### src/rtl/wb_pkg.sv
// Shared defaults and types for the writeback commit queue.
// REG_ZERO is the hard-wired x0 index; results targeting it are dropped.
package wb_pkg;

  localparam int DEPTH_DEF  = 4;
  localparam int DATA_W_DEF = 32;
  localparam int ADDR_W_DEF = 5;
  localparam int REG_ZERO   = 0;

  typedef struct packed {
    logic [ADDR_W_DEF-1:0] rd;
    logic [DATA_W_DEF-1:0] data;
  } wb_entry_t;

endpackage

### src/rtl/wb_queue_mem.sv
// Circular storage for pending writeback results.
// Every entry is exposed with a valid bit so the top level can run a bypass search.
module wb_queue_mem
  import wb_pkg::*;
#(
  parameter int DEPTH  = DEPTH_DEF,
  parameter int DATA_W = DATA_W_DEF,
  parameter int ADDR_W = ADDR_W_DEF,
  localparam int PW    = $clog2(DEPTH),
  localparam int CW    = $clog2(DEPTH) + 1
) (
  input  logic              i_clk,
  input  logic              i_rst_n,
  input  logic              i_push,
  input  logic [ADDR_W-1:0] i_push_rd,
  input  logic [DATA_W-1:0] i_push_data,
  input  logic              i_pop,
  output logic [ADDR_W-1:0] o_head_rd,
  output logic [DATA_W-1:0] o_head_data,
  output logic [CW-1:0]     o_count,
  output logic [PW-1:0]     o_tail,
  output logic [DEPTH-1:0]  o_valid,
  output logic [ADDR_W-1:0] o_ent_rd   [DEPTH],
  output logic [DATA_W-1:0] o_ent_data [DEPTH]
);

  logic [ADDR_W-1:0] r_rd   [DEPTH];
  logic [DATA_W-1:0] r_data [DEPTH];
  logic [PW-1:0]     r_head;
  logic [PW-1:0]     r_tail;
  logic [CW-1:0]     r_count;
  logic [DEPTH-1:0]  r_valid;
  logic [CW-1:0]     w_count_next;
  logic [DEPTH-1:0]  w_valid_next;

  // Payload storage needs no reset: the valid bits gate every read.
  always_ff @(posedge i_clk) begin
    if (i_push) begin
      r_rd[r_tail]   <= i_push_rd;
      r_data[r_tail] <= i_push_data;
    end
  end

  always_comb begin
    w_count_next = r_count;
    w_valid_next = r_valid;
    case ({i_push, i_pop})
      2'b10:   w_count_next = r_count + CW'(1);
      2'b01:   w_count_next = r_count - CW'(1);
      default: w_count_next = r_count;
    endcase
    if (i_pop) begin
      w_valid_next[r_head] = 1'b0;
    end
    if (i_push) begin
      w_valid_next[r_tail] = 1'b1;
    end
  end

  always_ff @(posedge i_clk or negedge i_rst_n) begin
    if (!i_rst_n) begin
      r_head  <= '0;
      r_tail  <= '0;
      r_count <= '0;
      r_valid <= '0;
    end else begin
      if (i_push) begin
        r_tail <= r_tail + PW'(1);
      end
      if (i_pop) begin
        r_head <= r_head + PW'(1);
      end
      r_count <= w_count_next;
      r_valid <= w_valid_next;
    end
  end

  assign o_head_rd   = r_rd[r_head];
  assign o_head_data = r_data[r_head];
  assign o_count     = r_count;
  assign o_tail      = r_tail;
  assign o_valid     = r_valid;
  assign o_ent_rd    = r_rd;
  assign o_ent_data  = r_data;

endmodule

### src/rtl/wb_commit_queue.sv
// Writeback commit queue: buffers completed results and drains one register-file write per cycle.
// Decode lookups see queued values and the in-flight RF write, newest first.
module wb_commit_queue
  import wb_pkg::*;
#(
  parameter int DEPTH  = DEPTH_DEF,
  parameter int DATA_W = DATA_W_DEF,
  parameter int ADDR_W = ADDR_W_DEF,
  localparam int PW    = $clog2(DEPTH),
  localparam int CW    = $clog2(DEPTH) + 1
) (
  input  logic              i_clk,
  input  logic              i_rst_n,
  input  logic              i_in_valid,
  output logic              o_in_ready,
  input  logic [ADDR_W-1:0] i_in_rd,
  input  logic [DATA_W-1:0] i_in_data,
  input  logic              i_rf_hold,
  output logic              o_rf_write_en,
  output logic [ADDR_W-1:0] o_rf_add_dest,
  output logic [DATA_W-1:0] o_rf_write_data,
  input  logic [ADDR_W-1:0] i_look_a,
  input  logic [ADDR_W-1:0] i_look_b,
  output logic              o_hit_a,
  output logic              o_hit_b,
  output logic [DATA_W-1:0] o_data_a,
  output logic [DATA_W-1:0] o_data_b,
  output logic [CW-1:0]     o_count,
  output logic              o_empty
);

  logic              w_push;
  logic              w_pop;
  logic [ADDR_W-1:0] w_head_rd;
  logic [DATA_W-1:0] w_head_data;
  logic [CW-1:0]     w_count;
  logic [PW-1:0]     w_tail;
  logic [DEPTH-1:0]  w_valid;
  logic [ADDR_W-1:0] w_ent_rd   [DEPTH];
  logic [DATA_W-1:0] w_ent_data [DEPTH];

  logic              r_rf_we;
  logic [ADDR_W-1:0] r_rf_rd;
  logic [DATA_W-1:0] r_rf_data;

  logic [1:0][ADDR_W-1:0] w_look;
  logic [1:0]             w_hit;
  logic [1:0][DATA_W-1:0] w_hdata;

  // Ready looks only at occupancy, so a full queue stays closed through a draining edge.
  assign o_in_ready = (w_count < CW'(DEPTH));
  assign w_push     = i_in_valid && o_in_ready && (i_in_rd != ADDR_W'(REG_ZERO));
  assign w_pop      = (w_count != '0) && !i_rf_hold;

  wb_queue_mem #(
    .DEPTH  (DEPTH),
    .DATA_W (DATA_W),
    .ADDR_W (ADDR_W)
  ) u_mem (
    .i_clk       (i_clk),
    .i_rst_n     (i_rst_n),
    .i_push      (w_push),
    .i_push_rd   (i_in_rd),
    .i_push_data (i_in_data),
    .i_pop       (w_pop),
    .o_head_rd   (w_head_rd),
    .o_head_data (w_head_data),
    .o_count     (w_count),
    .o_tail      (w_tail),
    .o_valid     (w_valid),
    .o_ent_rd    (w_ent_rd),
    .o_ent_data  (w_ent_data)
  );

  always_ff @(posedge i_clk or negedge i_rst_n) begin
    if (!i_rst_n) begin
      r_rf_we   <= 1'b0;
      r_rf_rd   <= '0;
      r_rf_data <= '0;
    end else if (w_pop) begin
      r_rf_we   <= 1'b1;
      r_rf_rd   <= w_head_rd;
      r_rf_data <= w_head_data;
    end else begin
      r_rf_we   <= 1'b0;
    end
  end

  assign w_look = {i_look_b, i_look_a};

  // The RF register has lowest priority: the register file still returns the old value while it is written.
  generate
    for (genvar gi = 0; gi < 2; gi++) begin : g_bypass
      logic              w_hit_g;
      logic [DATA_W-1:0] w_data_g;
      logic [PW-1:0]     w_idx_g;

      always_comb begin
        w_hit_g  = 1'b0;
        w_data_g = '0;
        w_idx_g  = '0;
        if (w_look[gi] != ADDR_W'(REG_ZERO)) begin
          if (r_rf_we && (r_rf_rd == w_look[gi])) begin
            w_hit_g  = 1'b1;
            w_data_g = r_rf_data;
          end
          for (int k = DEPTH - 1; k >= 0; k--) begin
            w_idx_g = w_tail - PW'(1) - k[PW-1:0];
            if (w_valid[w_idx_g] && (w_ent_rd[w_idx_g] == w_look[gi])) begin
              w_hit_g  = 1'b1;
              w_data_g = w_ent_data[w_idx_g];
            end
          end
        end
      end

      assign w_hit[gi]   = w_hit_g;
      assign w_hdata[gi] = w_data_g;
    end
  endgenerate

  assign o_rf_write_en   = r_rf_we;
  assign o_rf_add_dest   = r_rf_rd;
  assign o_rf_write_data = r_rf_data;
  assign o_hit_a         = w_hit[0];
  assign o_hit_b         = w_hit[1];
  assign o_data_a        = w_hdata[0];
  assign o_data_b        = w_hdata[1];
  assign o_count         = w_count;
  assign o_empty         = (w_count == '0) && !r_rf_we;

endmodule

### config.mk
export PLATFORM = sky130hd
export DESIGN_NAME = wb_commit_queue
export DESIGN_NICKNAME = d
export VERILOG_FILES = /design/src/rtl/wb_pkg.sv /design/src/rtl/wb_queue_mem.sv /design/src/rtl/wb_commit_queue.sv
export SDC_FILE = /design/constraint.sdc
export NUM_CORES = 1
export LEC_CHECK = 0
export ABC_AREA = 1
export CAP_MARGIN = 20
export CORE_ASPECT_RATIO = 1.2
export CORE_MARGIN = 4
export CORE_UTILIZATION = 45
export CTS_CLUSTER_DIAMETER = 200
export DETAILED_ROUTE_END_ITERATION = 6
export PLACE_DENSITY = 0.66
export SYNTH_ARGS = -nofsm -noshare
export SYNTH_HDL_FRONTEND = slang
export SYNTH_SLANG_ARGS = --single-unit
### constraint.sdc
create_clock -name i_clk -period 5.1 [get_ports i_clk]
set_clock_uncertainty 0.15 [all_clocks]
set_input_delay 1.53 -clock i_clk [delete_from_list [all_inputs] [get_ports i_clk]]
set_output_delay 1.53 -clock i_clk [all_outputs]
set_load 0.01 [all_outputs]
# [After elaboration in Yosys (flattened, before gate mapping)]
# Cells that the tools add are included.
[op_classes] add_sub_neg=8 order_cmp=16 n_eq_ne=12 muxes=76 bitwise=9 n_reduce_logical=25
[op_table] op="32-bit two-way mux" n=23
[op_table] op="32-bit binary-select mux with 2-bit select" n=5
[op_table] op="128-bit bitwise mux" n=1
[op_table] op="32-bit demux with 2-bit select" n=1
[op_table] op="5-bit two-way mux" n=11
[op_table] op="5-bit binary-select mux with 2-bit select" n=5
[op_table] op="5-bit equality test" n=10
[op_table] op="20-bit bitwise mux" n=1
[op_table] op="1-bit two-way mux" n=19
[op_table] op="3-bit greater-or-equal comparator, second input constant" n=6
[op_table] op="2-bit by 3-bit less-than comparator with 1-bit output, second input constant" n=6
[op_table] op="2-bit NOT with 3-bit output" n=6
[op_table] op="1-bit logical AND" n=17
[op_table] op="5-bit nonzero test" n=3
[op_table] op="5-bit demux with 2-bit select" n=1
[op_table] op="1-bit binary-select mux with 2-bit select" n=4
[op_table] op="4-bit two-way mux" n=2
[op_table] op="3-bit case mux with 2 select lines" n=1
[op_table] op="2-bit by 1-bit adder with 2-bit output, second input constant" n=2
[op_table] op="4-bit AND" n=1
[op_table] op="1-bit demux with 2-bit select" n=2
[op_table] op="2-bit by 1-bit greater-or-equal comparator with 1-bit output, second input constant" n=2
[op_table] op="4-bit NOT" n=1
[op_table] op="4-bit OR" n=1
[op_table] op="other kinds (12)" n=15
[totals] reg_bits=197 inputBits=51 out_inout_bits=109 word_cells=161

# [Depth between registers and ports, before layout]
[logic_depth] depth_word=13 depth_mapped=20 mapped_depth_nobuf=16

# [By module]
# Synthesis repeated with hierarchy kept, for this count alone.
[hier_totals] cells_unflattened=2507 area_unflattened_um2=15921.5
[by_module_without_submodules] mod="wb_commit_queue" instances=1 cells_per_inst=1970 area_each_um2=9326.4 seq_area_each_um2=950.9
[by_module_without_submodules] mod="wb_queue_mem" instances=1 cells_per_inst=537 area_each_um2=6595.1 seq_area_each_um2=4719.5

# [Worst setup path after synthesis]
# No wires, ideal clock.
[synth_timing] path_kind="input to output" from="input port i_look_a[3]" to="output port o_data_a[12]" arrival_ns=3.023 required_ns=3.420 slack_ns=0.397 cell_stages=10 n_path_buf=2 path_cell_list="clkbuf_1 or2_2 a21oi_1 nand3_1 clkbuf_1 nor2_1 nand2_1 nand3_1 nand3_1 a21oi_1"
[synth_between] elab_chain_cells=8 elab_cells_between_ends=17 cone_classes="eq/ne (5); mux (6); reduce/logical (6)"
[synth_lines] element="from (decl)" line="wb_commit_queue.sv:22" source="input logic [ADDR_W-1:0] i_look_a,"
[synth_lines] element="5-bit equality test" line="wb_commit_queue.sv:103" source="if (r_rf_we && (r_rf_rd == w_look[gi])) begin"
[synth_lines] element="1-bit logical AND" line="wb_commit_queue.sv:103"
[synth_lines] element="32-bit two-way mux" line="wb_commit_queue.sv:103"
[synth_lines] element="32-bit two-way mux (4 in a row)" line="wb_commit_queue.sv:109" source="if (w_valid[w_idx_g] && (w_ent_rd[w_idx_g] == w_look[gi])) begin"
[synth_lines] element="32-bit two-way mux (*)" line="wb_commit_queue.sv:102" source="if (w_look[gi] != ADDR_W'(REG_ZERO)) begin"
[synth_lines] element="to (decl)" line="wb_commit_queue.sv:26" source="output logic [DATA_W-1:0] o_data_a,"
# Every way passes the cells marked *; elsewhere a longest branch is shown, timed or not.

# [Final worst setup path]
[layout_timing] from="input port i_look_b[2]" to="output port o_data_b[17]"
[layout_between] elab_chain_cells=8 elab_cells_between_ends=17 cone_classes="eq/ne (5); mux (6); reduce/logical (6)"
[layout_lines] element="from (decl)" line="wb_commit_queue.sv:23" source="input logic [ADDR_W-1:0] i_look_b,"
[layout_lines] element="5-bit equality test" line="wb_commit_queue.sv:103"
[layout_lines] element="1-bit logical AND" line="wb_commit_queue.sv:103"
[layout_lines] element="32-bit two-way mux" line="wb_commit_queue.sv:103"
[layout_lines] element="32-bit two-way mux (4 in a row)" line="wb_commit_queue.sv:109"
[layout_lines] element="32-bit two-way mux (*)" line="wb_commit_queue.sv:102"
[layout_lines] element="to (decl)" line="wb_commit_queue.sv:27" source="output logic [DATA_W-1:0] o_data_b,"
# Marks and branches as above.

==> reports/qor.csv <==
metric,value,unit
ys_types,42,
layout_commonest_cell,nand2_1,
drt-initial-drc-count,2142,
synthCells,2406,
slew_violations,0,
busiest_layer,met2,
drive_gt1_share,15.5,%
regArea,5680,µm²
antenna_left,0,
p_per_area,660,nW/µm²
path_cells,"clkdlybuf4s15_1, buf_6, buf_6, inv_2, nand3_1, nand2_1, nor2_2, buf_12, nand3_4, buf_12, buf_16, nand2_1, nand3_1, nand2_1, a21oi_2, buf_2",
worst_slew_pin_slew,1140,ps
vias,17599,
hold_path_depth,2,
setup_viol,0,
r2r_slack,1680,ps
nets,2667,
numClockSinks,197,
p_leak,9.00,nW
dp.cells,3000,
core-area,34100,µm²
cts_hold_buffers,0,
cts_tree,done,
fin_crit_sh,98.9,%
fp.dieH,212,µm
cp-end-kind,output port,
grt_use_met3,5.02,%
routed_wl,61.0,mm
yosysSeqAreaShare,36.4,%
firstDrtPassIters,7,
grt_pass1_vias,16651,
start_util,45.7,%
antenna_found_initial,1,
rows,74,
place_hpwl,39.5,mm
io_buffer_count,159,
clock_latency,460,ps
worst-path-max-fanout,14,
drc,0,
syn_nets,2467,
cp.required,3420,ps
slew_headroom,24.1,%
worstReg2RegEnd,u_mem.o_ent_data[37],
cpMostUsedCell,nand2_1,
vdd_ir_drop_max,0.000488,V
hold_violations,0,
multi_input_area,8660,µm²
ios,160,
max_freq,0.198,GHz
ys_async_sr_fraction,24.9,%
avgRoutedWirePerCell,19.8,µm
synth_edf_count,148,
final.setup.worst_slack,57.5,ps
grt_pass1_wl,92.4,mm
clockBufferDepth,2,
synth_ff_type,edfxtp_1,
grt-ovfl-total,0,
nFillCells,3269,
synth_warnings,0,
syn_to_final_growth,26.9,%
max_stage_delay,200,ps
cts_made_buffers,17,
h-tree-depth,4,
ys_seq_elements,197,
r2r-start,u_mem.o_tail[0],
min_path_type,flop to flop,
grt.met1_usage,40.6,%
avgSynthCellArea,6.48,µm²
reg2reg_depth,7,
critPathLaunchType,primary input,
grt_util_all_layers,31.8,%
gp_congestion,0.974,
grtUsageMet2,52.6,%
rsz0062_at_grt,false,
status,"complete, no violations",
syn_area,15600,µm²
finalNonFillerCells,3076,
crit_type,primary input to output port,
worstHoldEndpoint,u_mem.o_valid[1],
layout_common_cells,"668 x nand2_1, 334 x o21ai_0, 295 x nor2_1",
clkTransAtPathRegs,80,ps
worst-endpoint-arrival,3360,ps
dp_slack,-636,ps
die_width,178,µm
hp-start,u_mem.o_valid[1],
min_period,5040,ps
dieArea,37700,µm²
via_per_inst,5.72,
crit_slowest_cell,a21oi_2,
ctsRootBufferMaster,clkbuf_16,
grt_max_degree,85,
cap_violations,0,
[state kept, by name (all words and copies together) (netlist names)]
register          cells
o_rf_add_dest         5
o_rf_write_data      32
o_rf_write_en         1
u_mem.o_count         3
u_mem.o_ent_data    128
u_mem.o_ent_rd       20
u_mem.o_tail          2
u_mem.o_valid         4
u_mem.r_head          2
[stage by stage]
| stage | cell area (µm²) | utilization, % | hold WS, ps | TNS [ps] | power, mW |
|---|---|---|---|---|---|
| 2_1_floorplan | 15600 | - | 318 | 0 | 7.65 |
| 3_3_place_gp | 18600 | 54.5 | 348 | -35670 | 11.1 |
| 3_5_place_dp | 18600 | 54.5 | 344 | -36210 | 11.2 |
| 4_1_cts | 19600 | 57.5 | 362 | 0 | 12.7 |
| 5_1_grt | 19800 | 58.0 | 424 | 0 | 14.0 |
| 6_report | 19800 | 58.0 | 371 | 0 | 13.0 |
[cells in the mapped netlist (6+ instances only)]
master | n | share of area, %
buf_6 | 7 | 0.51
clkbuf_1 | 84 | 2.0
ha_1 | 9 | 0.72
nor2_2 | 9 | 0.36
xor2_1 | 11 | 0.62
dfrtp_1 | 49 | 7.9
or2_2 | 6 | 0.24
o21ai_0 | 335 | 11
buf_1 | 10 | 0.24
a31oi_1 | 38 | 1.5
nand4_1 | 70 | 2.8
or2_0 | 27 | 1.1
o21ai_1 | 26 | 0.84
nand2_1 | 674 | 16
a21oi_1 | 147 | 4.7
inv_1 | 208 | 5.0
nand3_1 | 129 | 4.1
nor2_1 | 305 | 7.3
edfxtp_1 | 148 | 29
buf_2 | 70 | 2.2
[layer usage]
| layer | up-vias | routed length, µm |
|---|---|---|
| met2 | 967 | 28900 |
| met4 | 0 | 2810 |
| met1 | 8091 | 23900 |
| met5 | - | 0 |
| li1 | 8335 | - |
| met3 | 206 | 5350 |
[worst max path at each step]
stage,start,to
6_report,i_look_b[2],o_data_b[17]
5_1_grt,u_mem.o_tail[1],o_data_b[3]
4_1_cts,i_look_b[0],o_data_b[17]
3_5_place_dp,i_look_b[0],o_data_b[17]
3_3_place_gp,i_look_a[3],o_data_a[5]
2_1_floorplan,i_look_a[3],o_data_a[12]
[area by class of cell]
| type | count | area share, % |
|---|---|---|
| tap | 456 | 2.89 |
| inverter | 215 | 4.09 |
| sequential | 197 | 28.7 |
| antenna | 1 | 0.0127 |
| clock inverter | 13 | 0.570 |
| clock buffer | 19 | 2.19 |
| multi-input combinational | 1818 | 43.8 |
| timing repair buffer | 357 | 17.7 |
[where the power goes]
group          total [mW]  leakage [nW]  switching [mW]  internal [mW]
clock                1.31         0.266           0.671          0.641
sequential           2.40          1.90           0.305           2.10
combinational        9.33          6.84            6.09           3.25
total                13.0          9.00            7.06           5.99
[cells by family after synthesis]
family | after synthesis | share of synthesized area (%)
AO/OA/AOI/OAI | 562 | 18.7
multiplexers | 2 | 0.128
AND/OR/NAND/NOR | 1232 | 32.8
adder cells (fa/ha/maj) | 10 | 0.851
flip-flops | 197 | 36.4
XOR/XNOR | 12 | 0.675
buffers and inverters | 391 | 10.5
[worst max-delay path: cells and delay by family]
kind	cells	cell delay, ps
simple gates	7	540
buf+inv	8	1070
compound gates	1	200
[repair_timing]
action,CTS,global route
pin swaps,23,27
gates resized for setup,341,52
endpoints found under the setup margin,66,66
setup buffers,22,14
cloned,8,1
Power figures use the tool's default switching activity.
==> variant 1 (same flow settings) <==
Change the package constant `DATA_W_DEF` from 32 to 16.
--- a/src/rtl/wb_pkg.sv
+++ b/src/rtl/wb_pkg.sv
@@ -5,3 +5,3 @@
   localparam int DEPTH_DEF  = 4;
-  localparam int DATA_W_DEF = 32;
+  localparam int DATA_W_DEF = 16;
   localparam int ADDR_W_DEF = 5;
Interface: changed (resized i_in_data, o_data_a, o_data_b and o_rf_write_data); port bits go from 160 to 96. No check against the original RTL was run, so the function may have changed too.
==> variant 1 against the unedited design <==
Wire length is 48% lower; register-to-register slack better by 0.96 ns; global-route usage fell by 5.2 points; worst setup slack gained 0.036 ns; area after synthesis down 39%; total power is 36% lower; design area decreased by 38%; sequential power fell by 38%; sequential cell count fell by 80; via count down 43%; synthesized cell count is 40% lower; sequential share of layout area fell by 1.3 points; largest cell class unchanged.
==> variant 1: results (changes against the unedited design) <==
- Post-placement setup slack: -0.559 ns (was -0.636 ns)
- H-Tree Depth: 4 (unchanged)
- Unique masters post-synth: 42 (unchanged)
- GRT Overall Usage: 0.266 (was 0.318)
- Syn_area_per_cell: 6.57 µm² (was 6.48 µm²)
- GP Congestion: 0.961 (was 0.974)
- Biggest area contributors in the synthesized netlist: edfxtp_1 (26%), nand2_1 (17%), o21ai_0 (9.9%) (was edfxtp_1 (29%), nand2_1 (16%), o21ai_0 (11%))
- Worst Path Max Fanout: 4 (was 14)
- Layout Cells excl Fill: 1,892 (was 3,076)
- Maximum vdd drop: 0.765 mV (was 0.488 mV)
- Main synth FF type: edfxtp_1 (unchanged)
- LEAKAGE: 0.00570 µW (was 0.00900 µW)
- First-pass GRT wire length: 49,700 µm (was 92,400 µm)
- Largest net degree at the start of global routing: 117 (was 85)
- Inserted Clock Buffers: 17 (unchanged)
- Root buffer cell: clkbuf_16 (unchanged)
- Drt initial violations: 1,168 (was 2,142)
- Layout cells sized above 1: 0.149 (was 0.155)
- Nets: 1,654 (was 2,667)
- Syn Nets: 1,496 (was 2,467)
- DP Wirelength: 23,700 µm (was 39,500 µm)
- Vias in the first global route: 8,977 (was 16,700)
- Initial antenna violation count: 0 (was 1)
- DP Cell Count: 1,830 (was 3,000)
- ANT cells: 0 (was 1)
- Clock buffer depth: 2 (unchanged)
- Max reg flops: 64 (was 128)
- Top delay family on crit path: buffers and inverters (unchanged)
- Wire per inst: 16.9 µm (was 19.8 µm)
- Status: finished clean (unchanged)
- Max incr delay on CP: 0.28 ns (was 0.20 ns)
- Clk Latency, worst-skew pair: 0.40 ns (was 0.46 ns)
- Post-synthesis sequential area ratio: 0.351 (was 0.364)
- Post-synth EDFFs: 84 (was 148)
- Vias/cell: 5.33 (was 5.72)
- Reg clk slew, reported paths: 0.05 ns (was 0.08 ns)
- Ys async rst share: 0.282 (was 0.249)
- Port Buffers: 95 (was 159)
- Synth warnings: 0 (unchanged)
- CP arrival: 3.33 ns (was 3.36 ns)
- Pre-antenna DRT Iters: 6 (was 7)
- Slew HR: 0.395 (was 0.241)
- Slowest-stage cell, CP: dlygate4sd2_1 (was a21oi_2)
- Most frequent cells after synthesis: nand2_1 (440), o21ai_0 (189), nor2_1 (161), inv_1 (130), edfxtp_1 (84) (was nand2_1 (674), o21ai_0 (335), nor2_1 (305), inv_1 (208), edfxtp_1 (148))
- # fillers: 1,996 (was 3,269)
- Hold Crit Class: register to register (unchanged)
[variant 1: cell types whose count changed after synthesis, sizes merged, moves of 37 or more]
| cell | before | now |
|---|---|---|
| a21oi | 149 | 81 |
| edfxtp | 148 | 84 |
| nand3 | 132 | 86 |
| nand2 | 676 | 442 |
| o21ai | 364 | 202 |
| inv | 214 | 134 |
| clkbuf | 84 | 38 |
| buf | 92 | 55 |
| nor2 | 315 | 172 |
[variant 1: cells by family (layout without fill, tap and decap cells)]
| logic type | count (synthesis) | count (layout) | share of synthesized area |
|---|---|---|---|
| buffers and inverters | 227 | 397 | 0.106 |
| xor gates and xnor gates | 15 | 15 | 0.0138 |
| muxes | 2 | 2 | 0.00210 |
| adders and majority gates | 10 | 10 | 0.0139 |
| DFF | 117 | 117 | 0.351 |
| AOI/OAI and AO/OA | 316 | 316 | 0.173 |
| and+or+nand+nor | 764 | 765 | 0.340 |
[variant 1: timing repair]
action,4_1_cts,5_1_grt
endpoints found under the setup margin,34,34
resized for setup,103,33
setup buffers,27,1
hold buffers,0,0
pin swaps,13,7
cloned,2,0
[variant 1: where the power goes]
| part | switching [µW] | internal [µW] |
|---|---|---|
| clock network | 418 | 746 |
| registers | 227 | 1250 |
| logic | 3660 | 2090 |
[variant 1: worst paths after layout]
check | from | to | slack (ns) | cells after the start
worst max-delay path | i_look_b[2] | o_data_b[12] | 0.09 | 14
worst min-delay path | u_mem.o_valid[2] | u_mem.o_valid[2] | 0.38 | 2
worst max register to register | u_mem.o_tail[0] | u_mem.o_ent_data[29] | 2.64 | 6
worst min register to register | u_mem.o_valid[2] | u_mem.o_valid[2] | 0.38 | 2
max in group asynchronous | i_rst_n | u_mem.o_tail[0] | 3.09 | 1
min in group asynchronous | i_rst_n | o_rf_write_data[7] | 1.10 | 1
[variant 1: metal layers]
metal	track usage	wire, µm	vias to the layer above	share of wire
li1	-	-	5095	-
met1	0.404	15100	4529	0.47
met2	0.392	13800	419	0.43
met3	0.0468	2410	46	0.075
met4	0.0683	580	0	0.018
met5	0	0	-	0
[variant 1: stage by stage]
| stage | hold WS [ns] | area, µm² |
|---|---|---|
| 2_1_floorplan | 0.323 | 9530 |
| 3_3_place_gp | 0.343 | 11400 |
| 3_5_place_dp | 0.369 | 11400 |
| 4_1_cts | 0.383 | 12200 |
| 5_1_grt | 0.414 | 12200 |
| 6_report | 0.378 | 12200 |
[variant 1: worst min-delay path, stage by stage, from the launching register on]
cell,delay [ns]
dfrtp_1,0.36
nand2_1,0.06
o21ai_0,0.07
[variant 1: layout make-up]
cell class              instances  area share
clock buffers                  21      0.0376
repair buffers                231       0.179
clock inverters                11      0.0103
multi-input cells            1108       0.430
inverters                     134      0.0417
well taps                     270      0.0276
flip-flops and latches        117       0.274
==> variant 2 (config.mk and constraints unchanged) <==
Made on the original files. Make the reset (`i_rst_n`) synchronous in 2 clocked blocks.
--- a/src/rtl/wb_queue_mem.sv
+++ b/src/rtl/wb_queue_mem.sv
@@ -59,3 +59,3 @@
 
-  always_ff @(posedge i_clk or negedge i_rst_n) begin
+  always_ff @(posedge i_clk) begin
     if (!i_rst_n) begin
--- a/src/rtl/wb_commit_queue.sv
+++ b/src/rtl/wb_commit_queue.sv
@@ -74,3 +74,3 @@
 
-  always_ff @(posedge i_clk or negedge i_rst_n) begin
+  always_ff @(posedge i_clk) begin
     if (!i_rst_n) begin
Check against the original RTL: differs if i_rst_n is asserted again (counterexample within 4 cycles, from zero or initial values and one cycle with i_rst_n low); with i_rst_n held inactive, the same outputs for 4 cycles.
==> variant 2 against the unedited design <==
Cell count rose by 2.5%; die area rose by 0.36%; sequential cell count did not move; worst setup slack improved by 0.029 ns; via count fell by 0.25%; design area rose by 1.6%; wire length rose by 2.8%; total power fell by 34%; maximum frequency rose by 0.58%; area after synthesis rose by 0.38%; count of clock-buffer cells in the layout rose by 1; critical path depth fell by 4; critical path type unchanged; highest routed layer unchanged.
==> variant 2: results (changes against the unedited design) <==
- Net Sw Frac: 0.471 (was 0.541)
- Syn Nets: 2,500 (was 2,467)
- CP arrival: 3.33 ns (was 3.36 ns)
- DP Cell Count: 3,102 (was 3,000)
- Clk Latency, worst-skew pair: 0.44 ns (was 0.46 ns)
- ANT cells: 0 (was 1)
- Worst Path Max Fanout: 21 (was 14)
- Met1 Use GR: 0.506 (was 0.406)
- DRT met1 WL: 28,200 µm (was 23,900 µm)
- R2R setup slack: 2.39 ns (was 1.68 ns)
- Biggest area contributors in the synthesized netlist: edfxtp_1 (28%), nand2_1 (16%), o21ai_0 (11%) (was edfxtp_1 (29%), nand2_1 (16%), o21ai_0 (11%))
- Max incr delay on CP: 0.28 ns (was 0.20 ns)
- Hold_sp: u_mem.o_valid[2] (was u_mem.o_valid[1])
- Unique masters post-synth: 40 (was 42)
- Initial antenna violation count: 0 (was 1)
- Post-placement setup slack: -0.717 ns (was -0.636 ns)
- Maximum vdd drop: 0.452 mV (was 0.488 mV)
- Status: finished clean (unchanged)
- Min-Delay Endpoint: u_mem.o_valid[2] (was u_mem.o_valid[1])
- Most frequent cells after synthesis: nand2_1 (661), o21ai_0 (333), inv_1 (267), nor2_1 (223), a21oi_1 (185) (was nand2_1 (674), o21ai_0 (335), nor2_1 (305), inv_1 (208), edfxtp_1 (148))
- CP endpoint: o_data_b[21] (was o_data_b[17])
- PnR worst setup slack: 0.0863 ns (was 0.0575 ns)
- GP Congestion: 0.987 (was 0.974)
- Seq power: 2310 µW (was 2400 µW)
- LEAKAGE: 0.00903 µW (was 0.00900 µW)
- Met3 Wirelength: 7340 µm (was 5350 µm)
- Nets: 2,745 (was 2,667)
- Slowest-stage cell, CP: dlygate4sd2_1 (was a21oi_2)
- Layout Cells excl Fill: 3,153 (was 3,076)
- Vias in the first global route: 15,400 (was 16,700)
- Clock network power: 1400 µW (was 1310 µW)
- Pre-antenna DRT Iters: 6 (was 7)
- Layout cells sized above 1: 0.172 (was 0.155)
- Inserted Clock Buffers: 17 (unchanged)
- Reg2reg start: u_mem.r_head[1] (was u_mem.o_tail[0])
- Vias/cell: 5.57 (was 5.72)
- Drt initial violations: 2,119 (was 2,142)
- Worst-Margin Slew: 0.862 ns (was 1.14 ns)
- GRT Overall Usage: 0.324 (was 0.318)
- Reg power frac: 0.268 (was 0.184)
- Wire per inst: 19.9 µm (was 19.8 µm)
- Post-synthesis sequential area ratio: 0.347 (was 0.364)
- Adder-cell share of the synthesized area: 0.00848 (was 0.00851)
- Post-synthesis mux area share: 0.00128 (about the same)
- Synth Area in XOR/XNOR: 0.00616 (was 0.00675)
- Final hold slack: 0.348 ns (was 0.371 ns)
- R2R Path End: u_mem.r_head[1] (was u_mem.o_ent_data[37])
- DP Wirelength: 46,500 µm (was 39,500 µm)
-- variant 2: worst max-delay path: cells and delay by family --
family | cells | cell delay (ns)
buffers and inverters | 5 | 1.00
and+or+nand+nor | 6 | 0.72
AOI/OAI and AO/OA | 1 | 0.07
-- variant 2: stage by stage --
step / util / cell area, µm² / TNS, ns
after floorplan: - / 15600 / 0
after global placement: 0.561 / 19200 / -38.72
after detailed placement: 0.561 / 19200 / -40.47
after CTS: 0.583 / 19900 / 0
after global routing: 0.588 / 20100 / 0
final: 0.588 / 20100 / 0
-- variant 2: final cells by class --
| cell class | instances | area (µm²) |
|---|---|---|
| clock buffer | 20 | 437 |
| timing repair buffer | 405 | 3760 |
| inverter | 278 | 1050 |
| sequential | 197 | 5430 |
| tap | 456 | 571 |
| clock inverter | 12 | 180 |
| multi-input combinational | 1785 | 8660 |
| fill | 3253 | 14100 |
-- variant 2: what timing repair did --
item                       in CTS  in global routing
resized for setup             307                 77
setup endpoints to repair      66                 63
cloned                          4                  1
pin swaps                      21                 33
setup buffers                  11                  3
